===== src/rtl/hazard_fwd_ctrl_pkg.sv =====
// hazard_fwd_ctrl_pkg
//   Shared definitions for the pipeline hazard / forwarding controller:
//   result-kind codes, tuse/tnew constants, forwarding select codes, the
//   per-stage producer record and the helpers that match and encode selects.
//   No ports (package).
package hazard_fwd_ctrl_pkg;

  // Result source of a producing instruction
  localparam logic [2:0] KIND_ALU = 3'd0;
  localparam logic [2:0] KIND_DM  = 3'd1;
  localparam logic [2:0] KIND_PC  = 3'd2;
  localparam logic [2:0] KIND_HI  = 3'd3;
  localparam logic [2:0] KIND_LO  = 3'd4;

  // Cycles until an operand is consumed, counted from D
  localparam logic [1:0] TUSE_BRANCH = 2'd0;
  localparam logic [1:0] TUSE_ALU    = 2'd1;
  localparam logic [1:0] TUSE_STORE  = 2'd2;
  localparam logic [1:0] TUSE_NONE   = 2'd3;

  // Result latency counted from E entry
  localparam logic [1:0] TNEW_LINK = 2'd0;
  localparam logic [1:0] TNEW_ALU  = 2'd1;
  localparam logic [1:0] TNEW_LOAD = 2'd2;

  // Multiply/divide operation issued from D
  localparam logic [1:0] MDOP_NONE = 2'd0;
  localparam logic [1:0] MDOP_MULT = 2'd1;
  localparam logic [1:0] MDOP_DIV  = 2'd2;

  // Forwarding select codes shared by every forwarding mux
  localparam logic [3:0] SEL_NONE  = 4'd0;
  localparam logic [3:0] SEL_M_ALU = 4'd1;
  localparam logic [3:0] SEL_M_PC  = 4'd2;
  localparam logic [3:0] SEL_M_HI  = 4'd3;
  localparam logic [3:0] SEL_M_LO  = 4'd4;
  localparam logic [3:0] SEL_W_ALU = 4'd5;
  localparam logic [3:0] SEL_W_DM  = 4'd6;
  localparam logic [3:0] SEL_W_PC  = 4'd7;
  localparam logic [3:0] SEL_W_HI  = 4'd8;
  localparam logic [3:0] SEL_W_LO  = 4'd9;

  // Per-destination aliases: source stage then consuming stage
  localparam logic [3:0] MD_ALU = SEL_M_ALU;
  localparam logic [3:0] MD_PC  = SEL_M_PC;
  localparam logic [3:0] MD_HI  = SEL_M_HI;
  localparam logic [3:0] MD_LO  = SEL_M_LO;
  localparam logic [3:0] ME_ALU = SEL_M_ALU;
  localparam logic [3:0] ME_PC  = SEL_M_PC;
  localparam logic [3:0] ME_HI  = SEL_M_HI;
  localparam logic [3:0] ME_LO  = SEL_M_LO;
  localparam logic [3:0] WD_ALU = SEL_W_ALU;
  localparam logic [3:0] WD_DM  = SEL_W_DM;
  localparam logic [3:0] WD_PC  = SEL_W_PC;
  localparam logic [3:0] WD_HI  = SEL_W_HI;
  localparam logic [3:0] WD_LO  = SEL_W_LO;
  localparam logic [3:0] WE_ALU = SEL_W_ALU;
  localparam logic [3:0] WE_DM  = SEL_W_DM;
  localparam logic [3:0] WE_PC  = SEL_W_PC;
  localparam logic [3:0] WE_HI  = SEL_W_HI;
  localparam logic [3:0] WE_LO  = SEL_W_LO;
  localparam logic [3:0] WM_ALU = SEL_W_ALU;
  localparam logic [3:0] WM_DM  = SEL_W_DM;
  localparam logic [3:0] WM_PC  = SEL_W_PC;
  localparam logic [3:0] WM_HI  = SEL_W_HI;
  localparam logic [3:0] WM_LO  = SEL_W_LO;

  // Producer record carried alongside each pipeline stage
  typedef struct packed {
    logic [4:0] rs;
    logic [4:0] rt;
    logic [4:0] dst;
    logic [1:0] tnew;
    logic [2:0] kind;
  } stage_rec_t;

  // Register 0 is hard-wired, so it never creates a dependency
  function automatic logic reg_match(input logic [4:0] r, input logic [4:0] dst);
    return (r != 5'd0) && (r == dst);
  endfunction

  // A load in M has no M-stage tap; it is only ever picked up from W
  function automatic logic [3:0] m_sel(input logic [2:0] kind);
    case (kind)
      KIND_ALU: return SEL_M_ALU;
      KIND_PC:  return SEL_M_PC;
      KIND_HI:  return SEL_M_HI;
      KIND_LO:  return SEL_M_LO;
      default:  return SEL_NONE;
    endcase
  endfunction

  function automatic logic [3:0] w_sel(input logic [2:0] kind);
    case (kind)
      KIND_ALU: return SEL_W_ALU;
      KIND_DM:  return SEL_W_DM;
      KIND_PC:  return SEL_W_PC;
      KIND_HI:  return SEL_W_HI;
      KIND_LO:  return SEL_W_LO;
      default:  return SEL_NONE;
    endcase
  endfunction

  // M only forwards once its result exists (tnew 0); otherwise W may
  // still supply an older value, and the stall logic covers the gap
  function automatic logic [3:0] fwd_sel(input logic [4:0] r,
                                         input stage_rec_t m,
                                         input stage_rec_t w);
    if (reg_match(r, m.dst) && (m.tnew == 2'd0)) return m_sel(m.kind);
    if (reg_match(r, w.dst))                     return w_sel(w.kind);
    return SEL_NONE;
  endfunction

  // Producer will not have its value ready by the time the operand is used
  function automatic logic raw_stall(input logic [4:0] r,
                                     input logic [1:0] tuse,
                                     input stage_rec_t p);
    return reg_match(r, p.dst) && (p.tnew > tuse);
  endfunction

endpackage


===== src/rtl/hazard_fwd_ctrl_if.sv =====
// hazard_fwd_ctrl_if
//   Bundle between the D-stage decoder (master) and the hazard controller
//   (slave).
//   Decoder -> controller: rs_D, rt_D, tuse_rs_D, tuse_rt_D, dst_D, tnew_D,
//                          kind_D, md_op_D, md_use_D
//   Controller -> decoder/datapath: stall, MCMP1D, MCMP2D, MALUAE, MALUBE, MWDM
interface hazard_fwd_ctrl_if;
  logic [4:0] rs_D;
  logic [4:0] rt_D;
  logic [1:0] tuse_rs_D;
  logic [1:0] tuse_rt_D;
  logic [4:0] dst_D;
  logic [1:0] tnew_D;
  logic [2:0] kind_D;
  logic [1:0] md_op_D;
  logic       md_use_D;
  logic       stall;
  logic [3:0] MCMP1D;
  logic [3:0] MCMP2D;
  logic [3:0] MALUAE;
  logic [3:0] MALUBE;
  logic [3:0] MWDM;

  modport master (
    output rs_D, rt_D, tuse_rs_D, tuse_rt_D, dst_D, tnew_D, kind_D,
           md_op_D, md_use_D,
    input  stall, MCMP1D, MCMP2D, MALUAE, MALUBE, MWDM
  );

  modport slave (
    input  rs_D, rt_D, tuse_rs_D, tuse_rt_D, dst_D, tnew_D, kind_D,
           md_op_D, md_use_D,
    output stall, MCMP1D, MCMP2D, MALUAE, MALUBE, MWDM
  );
endinterface


===== src/rtl/hazard_stage_rec.sv =====
// hazard_stage_rec
//   One pipeline stage's producer record. Captures the previous stage's
//   record each clock, optionally counting tnew down by one (floor 0), or
//   loads an all-zero bubble.
//   Ports: clk, reset (sync, active-low), rec_i (upstream record),
//          bubble_i (load zero instead), rec_o (registered record).
module hazard_stage_rec
  import hazard_fwd_ctrl_pkg::*;
#(
  parameter bit DEC_TNEW = 1'b0
) (
  input  logic       clk,
  input  logic       reset,
  input  stage_rec_t rec_i,
  input  logic       bubble_i,
  output stage_rec_t rec_o
);

  stage_rec_t rec_d;
  stage_rec_t rec_q;

  // Next record: age the result latency by one stage, or squash to a bubble
  always_comb begin
    rec_d = rec_i;
    if (DEC_TNEW && (rec_i.tnew != 2'd0)) begin
      rec_d.tnew = rec_i.tnew - 2'd1;
    end
    if (bubble_i) begin
      rec_d = '0;
    end
  end

  // Record register, cleared by the synchronous low reset
  always_ff @(posedge clk) begin
    if (!reset) begin
      rec_q <= '0;
    end else begin
      rec_q <= rec_d;
    end
  end

  assign rec_o = rec_q;

endmodule


===== src/rtl/hazard_fwd_ctrl.sv =====
// hazard_fwd_ctrl
//   Pipeline hazard controller. Tracks E/M/W producer records, drives the
//   D-stage stall and the forwarding selects for the D comparator, the E ALU
//   inputs and the M store data.
//   Ports: clk, reset (sync, active-low), hif (hazard_fwd_ctrl_if.slave).
//   Parameters: MULT_CYC, DIV_CYC - mult/div unit busy cycles.
//   Build option: HAZ_MD_STALL_EN adds the mult/div busy counter and its
//   stall term; without it the multiply unit handles its own stalls.
module hazard_fwd_ctrl
  import hazard_fwd_ctrl_pkg::*;
#(
  parameter int unsigned MULT_CYC = 5,
  parameter int unsigned DIV_CYC  = 10
) (
  input  logic             clk,
  input  logic             reset,
  hazard_fwd_ctrl_if.slave hif
);

  stage_rec_t d_rec;
  stage_rec_t e_rec;
  stage_rec_t m_rec;
  stage_rec_t w_rec;
  logic       raw_stall_c;
  logic       md_stall_c;
  logic       stall_c;

  // Record presented by the D-stage decoder
  always_comb begin
    d_rec      = '0;
    d_rec.rs   = hif.rs_D;
    d_rec.rt   = hif.rt_D;
    d_rec.dst  = hif.dst_D;
    d_rec.tnew = hif.tnew_D;
    d_rec.kind = hif.kind_D;
  end

  hazard_stage_rec #(.DEC_TNEW(1'b0)) u_rec_e (
    .clk      (clk),
    .reset    (reset),
    .rec_i    (d_rec),
    .bubble_i (stall_c),
    .rec_o    (e_rec)
  );

  hazard_stage_rec #(.DEC_TNEW(1'b1)) u_rec_m (
    .clk      (clk),
    .reset    (reset),
    .rec_i    (e_rec),
    .bubble_i (1'b0),
    .rec_o    (m_rec)
  );

  // W results are always available, so its tnew is never consulted
  hazard_stage_rec #(.DEC_TNEW(1'b0)) u_rec_w (
    .clk      (clk),
    .reset    (reset),
    .rec_i    (m_rec),
    .bubble_i (1'b0),
    .rec_o    (w_rec)
  );

  // RAW stall: a producer in E or M cannot deliver before the D operand is used
  assign raw_stall_c = raw_stall(hif.rs_D, hif.tuse_rs_D, e_rec) |
                       raw_stall(hif.rt_D, hif.tuse_rt_D, e_rec) |
                       raw_stall(hif.rs_D, hif.tuse_rs_D, m_rec) |
                       raw_stall(hif.rt_D, hif.tuse_rt_D, m_rec);

`ifdef HAZ_MD_STALL_EN
  localparam int unsigned MD_MAX = (MULT_CYC > DIV_CYC) ? MULT_CYC : DIV_CYC;
  localparam int          CNT_W  = (MD_MAX > 1) ? $clog2(MD_MAX + 1) : 1;

  logic [CNT_W-1:0] md_cnt_d;
  logic [CNT_W-1:0] md_cnt_q;

  // Busy counter: reload when a mult/div actually enters E, else drain to 0
  always_comb begin
    md_cnt_d = md_cnt_q;
    if (!stall_c && (hif.md_op_D == MDOP_MULT)) begin
      md_cnt_d = CNT_W'(MULT_CYC);
    end else if (!stall_c && (hif.md_op_D == MDOP_DIV)) begin
      md_cnt_d = CNT_W'(DIV_CYC);
    end else if (md_cnt_q != '0) begin
      md_cnt_d = md_cnt_q - CNT_W'(1);
    end
  end

  always_ff @(posedge clk) begin
    if (!reset) begin
      md_cnt_q <= '0;
    end else begin
      md_cnt_q <= md_cnt_d;
    end
  end

  // Any HI/LO user, including a new mult/div, waits out the busy unit
  assign md_stall_c = hif.md_use_D & (md_cnt_q != '0);

  logic unused_rec;
  assign unused_rec = ^{w_rec.rs, w_rec.rt, w_rec.tnew, m_rec.rs};
`else
  assign md_stall_c = 1'b0;

  logic unused_rec;
  assign unused_rec = ^{w_rec.rs, w_rec.rt, w_rec.tnew, m_rec.rs,
                        hif.md_op_D, hif.md_use_D,
                        32'(MULT_CYC), 32'(DIV_CYC)};
`endif

  assign stall_c   = raw_stall_c | md_stall_c;
  assign hif.stall = stall_c;

  // Forwarding selects; D consumers look at M/W, E consumers at M/W,
  // and the M store data can only be fed from W
  assign hif.MCMP1D = fwd_sel(hif.rs_D, m_rec, w_rec);
  assign hif.MCMP2D = fwd_sel(hif.rt_D, m_rec, w_rec);
  assign hif.MALUAE = fwd_sel(e_rec.rs, m_rec, w_rec);
  assign hif.MALUBE = fwd_sel(e_rec.rt, m_rec, w_rec);
  assign hif.MWDM   = reg_match(m_rec.rt, w_rec.dst) ? w_sel(w_rec.kind) : SEL_NONE;

endmodule


===== src/flat_wrapper.sv =====
// flat-port wrapper written by rule: the top's interface ports become plain ports
module hazard_fwd_ctrl_flat import hazard_fwd_ctrl_pkg::*;
#(
  parameter int unsigned MULT_CYC = 5,
  parameter int unsigned DIV_CYC  = 10
)
  (clk, reset, hif_rs_D, hif_rt_D, hif_tuse_rs_D, hif_tuse_rt_D, hif_dst_D, hif_tnew_D, hif_kind_D, hif_md_op_D, hif_md_use_D, hif_stall, hif_MCMP1D, hif_MCMP2D, hif_MALUAE, hif_MALUBE, hif_MWDM);
  hazard_fwd_ctrl_if hif_i ();
  input  logic clk;
  input  logic reset;
  input wire logic [$bits(hif_i.rs_D)-1:0] hif_rs_D;
  input wire logic [$bits(hif_i.rt_D)-1:0] hif_rt_D;
  input wire logic [$bits(hif_i.tuse_rs_D)-1:0] hif_tuse_rs_D;
  input wire logic [$bits(hif_i.tuse_rt_D)-1:0] hif_tuse_rt_D;
  input wire logic [$bits(hif_i.dst_D)-1:0] hif_dst_D;
  input wire logic [$bits(hif_i.tnew_D)-1:0] hif_tnew_D;
  input wire logic [$bits(hif_i.kind_D)-1:0] hif_kind_D;
  input wire logic [$bits(hif_i.md_op_D)-1:0] hif_md_op_D;
  input wire logic [$bits(hif_i.md_use_D)-1:0] hif_md_use_D;
  output wire logic [$bits(hif_i.stall)-1:0] hif_stall;
  output wire logic [$bits(hif_i.MCMP1D)-1:0] hif_MCMP1D;
  output wire logic [$bits(hif_i.MCMP2D)-1:0] hif_MCMP2D;
  output wire logic [$bits(hif_i.MALUAE)-1:0] hif_MALUAE;
  output wire logic [$bits(hif_i.MALUBE)-1:0] hif_MALUBE;
  output wire logic [$bits(hif_i.MWDM)-1:0] hif_MWDM;
  assign hif_i.rs_D = hif_rs_D;
  assign hif_i.rt_D = hif_rt_D;
  assign hif_i.tuse_rs_D = hif_tuse_rs_D;
  assign hif_i.tuse_rt_D = hif_tuse_rt_D;
  assign hif_i.dst_D = hif_dst_D;
  assign hif_i.tnew_D = hif_tnew_D;
  assign hif_i.kind_D = hif_kind_D;
  assign hif_i.md_op_D = hif_md_op_D;
  assign hif_i.md_use_D = hif_md_use_D;
  assign hif_stall = hif_i.stall;
  assign hif_MCMP1D = hif_i.MCMP1D;
  assign hif_MCMP2D = hif_i.MCMP2D;
  assign hif_MALUAE = hif_i.MALUAE;
  assign hif_MALUBE = hif_i.MALUBE;
  assign hif_MWDM = hif_i.MWDM;
  hazard_fwd_ctrl #(.MULT_CYC(MULT_CYC), .DIV_CYC(DIV_CYC)) u_core (.clk(clk), .reset(reset), .hif(hif_i));
endmodule

===== config.mk =====
export PLATFORM = sky130hd
export DESIGN_NAME = hazard_fwd_ctrl_flat
export DESIGN_NICKNAME = d
export VERILOG_FILES = /design/src/rtl/hazard_fwd_ctrl_pkg.sv /design/src/rtl/hazard_fwd_ctrl_if.sv /design/src/rtl/hazard_stage_rec.sv /design/src/rtl/hazard_fwd_ctrl.sv /design/src/flat_wrapper.sv
export SDC_FILE = /design/constraint.sdc
export NUM_CORES = 1
export LEC_CHECK = 0
export ABC_AREA = 1
export CORE_ASPECT_RATIO = 2
export CORE_MARGIN = 5
export CORE_UTILIZATION = 35
export CTS_BUF_LIST = sky130_fd_sc_hd__clkbuf_8
export DETAILED_ROUTE_END_ITERATION = 10
export DONT_BUFFER_PORTS = 1
export SKIP_LAST_GASP = 1
export SLEW_MARGIN = 20
export SYNTH_ARGS = -nofsm -noshare
export SYNTH_HDL_FRONTEND = slang
export SYNTH_SLANG_ARGS = --single-unit

===== constraint.sdc =====
create_clock -name clk -period 1.55 [get_ports clk]
set_input_delay 0.0775 -clock clk [delete_from_list [all_inputs] [get_ports clk]]
set_output_delay 0.0775 -clock clk [all_outputs]
set_load 0.01 [all_outputs]

==> impl_summary.txt <==
----------------------------------------------------
[Worst setup path]
  Standard cell with the maximum stage delay on the critical path ... sky130_fd_sc_hd__dfxtp_4
  Cell depth of the worst flop-to-flop path ... 11
  Largest stage delay on the critical path ... 0.38 ns
  Type of origin of the critical path ... flop
  FF-to-FF End ... u_core.u_rec_e.rec_o[2]
  Critical-path cell list ... buf_6 > xor2_1 > nor3_2 > nand2_2 > inv_4 > nand2_1 > o21ai_1 > buf_4
  Setup crit start ... u_core.u_rec_m.rec_o[6]
  Arrival time reported for the critical path endpoint ... approximately 1.7 ns
  Critical Path Sink Type ... output pin
  CP max FO ... 4
  Worst reg2reg startpoint ... u_core.u_rec_m.rec_o[9]
  Startpoint-to-endpoint class of the critical path ... flop to output pin
  Crit path required time ... 1.47 ns
  Worst reg2reg setup slack ... -0.02 ns

[Synth]
  Top-area cell type share of the netlist area ... 33.2%
  Post-synthesis cell type count ... 23
  Post-synthesis sequential area ratio ... around 33%
  Area of the mapped netlist ... 2590 um2
  Synthesized area per cell ... 6.83 um2
  Total of warnings raised by yosys ... 0
  Cells after synthesis ... 380
  Post-synth EDFFs ... 0
  Main synth FF type ... sky130_fd_sc_hd__dfxtp_1
  Leading post-synthesis cells by cell area ... sky130_fd_sc_hd__dfxtp_1, sky130_fd_sc_hd__nand2_1, sky130_fd_sc_hd__inv_1
  Cell with the most instances after synthesis ... sky130_fd_sc_hd__nand2_1
  Post-Synthesis Net Count ... around 420
  Seq cells post-synth ... 43
  Commonest cells in the netlist ... sky130_fd_sc_hd__nand2_1, sky130_fd_sc_hd__inv_1, sky130_fd_sc_hd__dfxtp_1
  FFs w/ async S/R, synth ... 0%
  Post-synthesis cell type with the largest combined area ... sky130_fd_sc_hd__dfxtp_1

[Power and ir drop]
  Gate power share ... 26.8%
  Max rail drop VDD ... 575 uV
  Total power ... 2910 uW
  Leakage power summed over all cells ... 0.00192 uW
  Net switching fraction of the power ... between 30% and 40%
  Internal power of the cells ... 2030 uW
  Clock power share ... 31.0%
  Seq pwr share ... 42.2%
  Switching component of the power ... between 800 and 900 uW
  Power per cell area ... roughly 720 nW/um2

[STA]
  Final Hold Violating Endpoints ... 0
  Number of pins with negative max-slew slack in the final report ... 0
  Worst hold margin ... 0.0606 ns
  PnR worst setup slack ... -0.272 ns
  Final setup TNS ... -3.36 ns
  Post-route clock skew ... 0.00700 ns
  Setup repair after global routing missed its margin ... yes
  Slew HR ... 40.9%
  Worst-Margin Slew ... 0.884 ns
  Clock period minus worst slack ... 1.82 ns
  Highest Clock Rate ... 549 MHz
  Share of the clock period used by the worst path after layout ... 118%
  Final setup vio count ... 37

[Final layout]
  Post-layout net count ... 482
  Signed area change from the synthesized netlist to the final layout ... 55.4%
  Total of fill cells in the finished design ... between 600 and 700
  Final core occ ... 55.5%
  Total inserted antenna cells ... 0
  Share of cells above drive strength 1 ... 41.5%

[Clocking]
  Insertion delay to the later sink of the worst-skew pair ... 0.31 ns
  Clock Sink Count ... 43
  Max clock buf depth ... 2
  Clock transition at path regs ... about 0.080 ns
  CTS tree ... built
  Clock buffers created by TritonCTS ... 5
  H-tree depth reported by CTS ... 2
  CTS root buf ... sky130_fd_sc_hd__clkbuf_8

[Global route]
  Global-route total usage across every layer ... 16.7%
  Global-route wire length before repair ... 11900 um
  Residual overflow from global routing ... 0
  Largest net degree at the start of global routing ... 23
  Vias in the first global route ... 2442
  Number of antenna violations at the first check in global routing ... 0

[Drt]
  Average wire per standard cell ... 14.7 um
  Number of vias after detailed routing ... 2518
  Detailed router's first-iteration violation count ... 79
  Number of vias per cell ... 4.68
  DRC ... 0
  Post-route antenna net violation count ... 0
  Detailed-route wire length ... slightly below 8000 um
  DR pass1 iterations ... 5

[Status]
  Outcome ... finished, violations left
  Violated checks ... setup timing

[Flow run]
  Max-capacitance violation count ... 0

[Min path]
  Launch instance of the worst min-delay path ... reset
  Endpoint of the worst hold-timing path ... u_core.u_rec_e.rec_o[3]
  Path type of the worst min-delay path ... primary input to flop
  Worst hold path stage count ... 3

[Floorplanning]
  Standard-cell rows ... 44
  Die outline width ... just over 70 um
  Area inside the core boundary ... 7270 um2
  Floorplan die height ... between 100 and 150 um
  Starting density of the core ... between 30% and 40%
  Number of top-level design ports ... 50
  Area of the die ... 9340 um2

[Placed design]
  Detail Placement HPWL ... 5610 um
  Routability cong. ... slightly above 0.8
  Pre-CTS setup slack ... -0.0626 ns
  Port-buffer cells ... 0

----------------------------------------------------
[timing repair]
| action | 4_1_cts | 5_1_grt |
|---|---|---|
| endpoints found under the hold margin | 43 | 0 |
| pin swaps | 30 | 28 |
| setup endpoints to repair | 41 | 41 |
| resized for setup | 124 | 35 |
| buffers inserted | 3 | 8 |
| hold buffers | 21 | 0 |
[area by class of cell]
| type | count | area, um2 | area share (%) |
|---|---|---|---|
| multi-input cells | 247 | 1910 | 47.4 |
| flip-flops and latches | 43 | 902 | 22.4 |
| repair buffers | 72 | 697 | 17.3 |
| inverters | 76 | 290 | 7.20 |
| well taps | 92 | 115 | 2.86 |
| clock buffers | 5 | 68.8 | 1.71 |
| clock inverters | 3 | 47.5 | 1.18 |
[worst max path at each step]
stage / end / slack, ns / cells past startpoint
5_1_grt: hif_MALUAE[0] / -0.34 / 8
3_3_place_gp: hif_MCMP1D[1] / -0.06 / 8
2_1_floorplan: u_core.u_rec_e.rec_o[10] / 0.11 / 13
3_5_place_dp: u_core.u_rec_e.rec_o[19] / -0.06 / 13
4_1_cts: hif_MCMP1D[1] / -0.23 / 8
6_report: hif_MALUAE[0] / -0.27 / 8
[through the flow]
stage          cells  instance area [um2]
6_report         538                 4030
5_1_grt          538                 4030
4_1_cts          530                 3800
3_5_place_dp     498                 2940
3_3_place_gp     498                 2940
2_1_floorplan    380                 2590
[layer usage]
| layer | up-vias | part of all wire [%] | wire, um | track usage, % |
|---|---|---|---|---|
| met1 | 1165 | 32 | 2500 | 13.9 |
| met5 | - | 0 | 0 | 0 |
| met2 | 63 | 62 | 4900 | 35.0 |
| met3 | 18 | 3.2 | 252 | 2.67 |
| li1 | 1272 | - | - | - |
| met4 | 0 | 3.3 | 258 | 8.16 |
[worst max-delay path: cells and delay by family, from the launching register on]
family | cells | cell delay [ns]
compound gates | 1 | 0.12
xor+xnor | 1 | 0.16
buf+inv | 3 | 0.38
flops | 1 | 0.38
simple gates | 3 | 0.41
[flip-flops by register name (all words and copies together) (netlist names)]
signal,count
u_core.u_rec_m.rec_o,15
u_core.u_rec_w.rec_o,8
u_core.u_rec_e.rec_o,20
[cell families after synthesis]
group           synth area share (%)
flops                           33.2
fa+ha+maj                       3.86
xor+xnor                        14.2
compound gates                  5.45
simple gates                    29.2
buf+inv                         14.1
[placed cells by master, fill, tap and decap left out, drive strengths merged]
cell type	n
nor4	1
o31ai	1
dlygate4sd3	21
o22ai	7
nor3b	1
nand2	80
nor2	54
xor2	12
clkinv	1
dfxtp	43
buf	51
nand3	23
bufinv	1
ha	8
nand4	3
a21oi	9
xnor2	30
nor3	9
inv	77
o21ai	9
clkbuf	5
[power groups by stage]
stage | sequential, uW | clock [uW] | combinational [uW]
4_1_cts | 1220 | 937 | 705
6_report | 1230 | 902 | 779
3_3_place_gp | 1250 | 0 | 503
3_5_place_dp | 1250 | 0 | 514
2_1_floorplan | 1220 | 0 | 378
5_1_grt | 1230 | 969 | 848
Note: power is estimated with default switching activity, not from simulation.
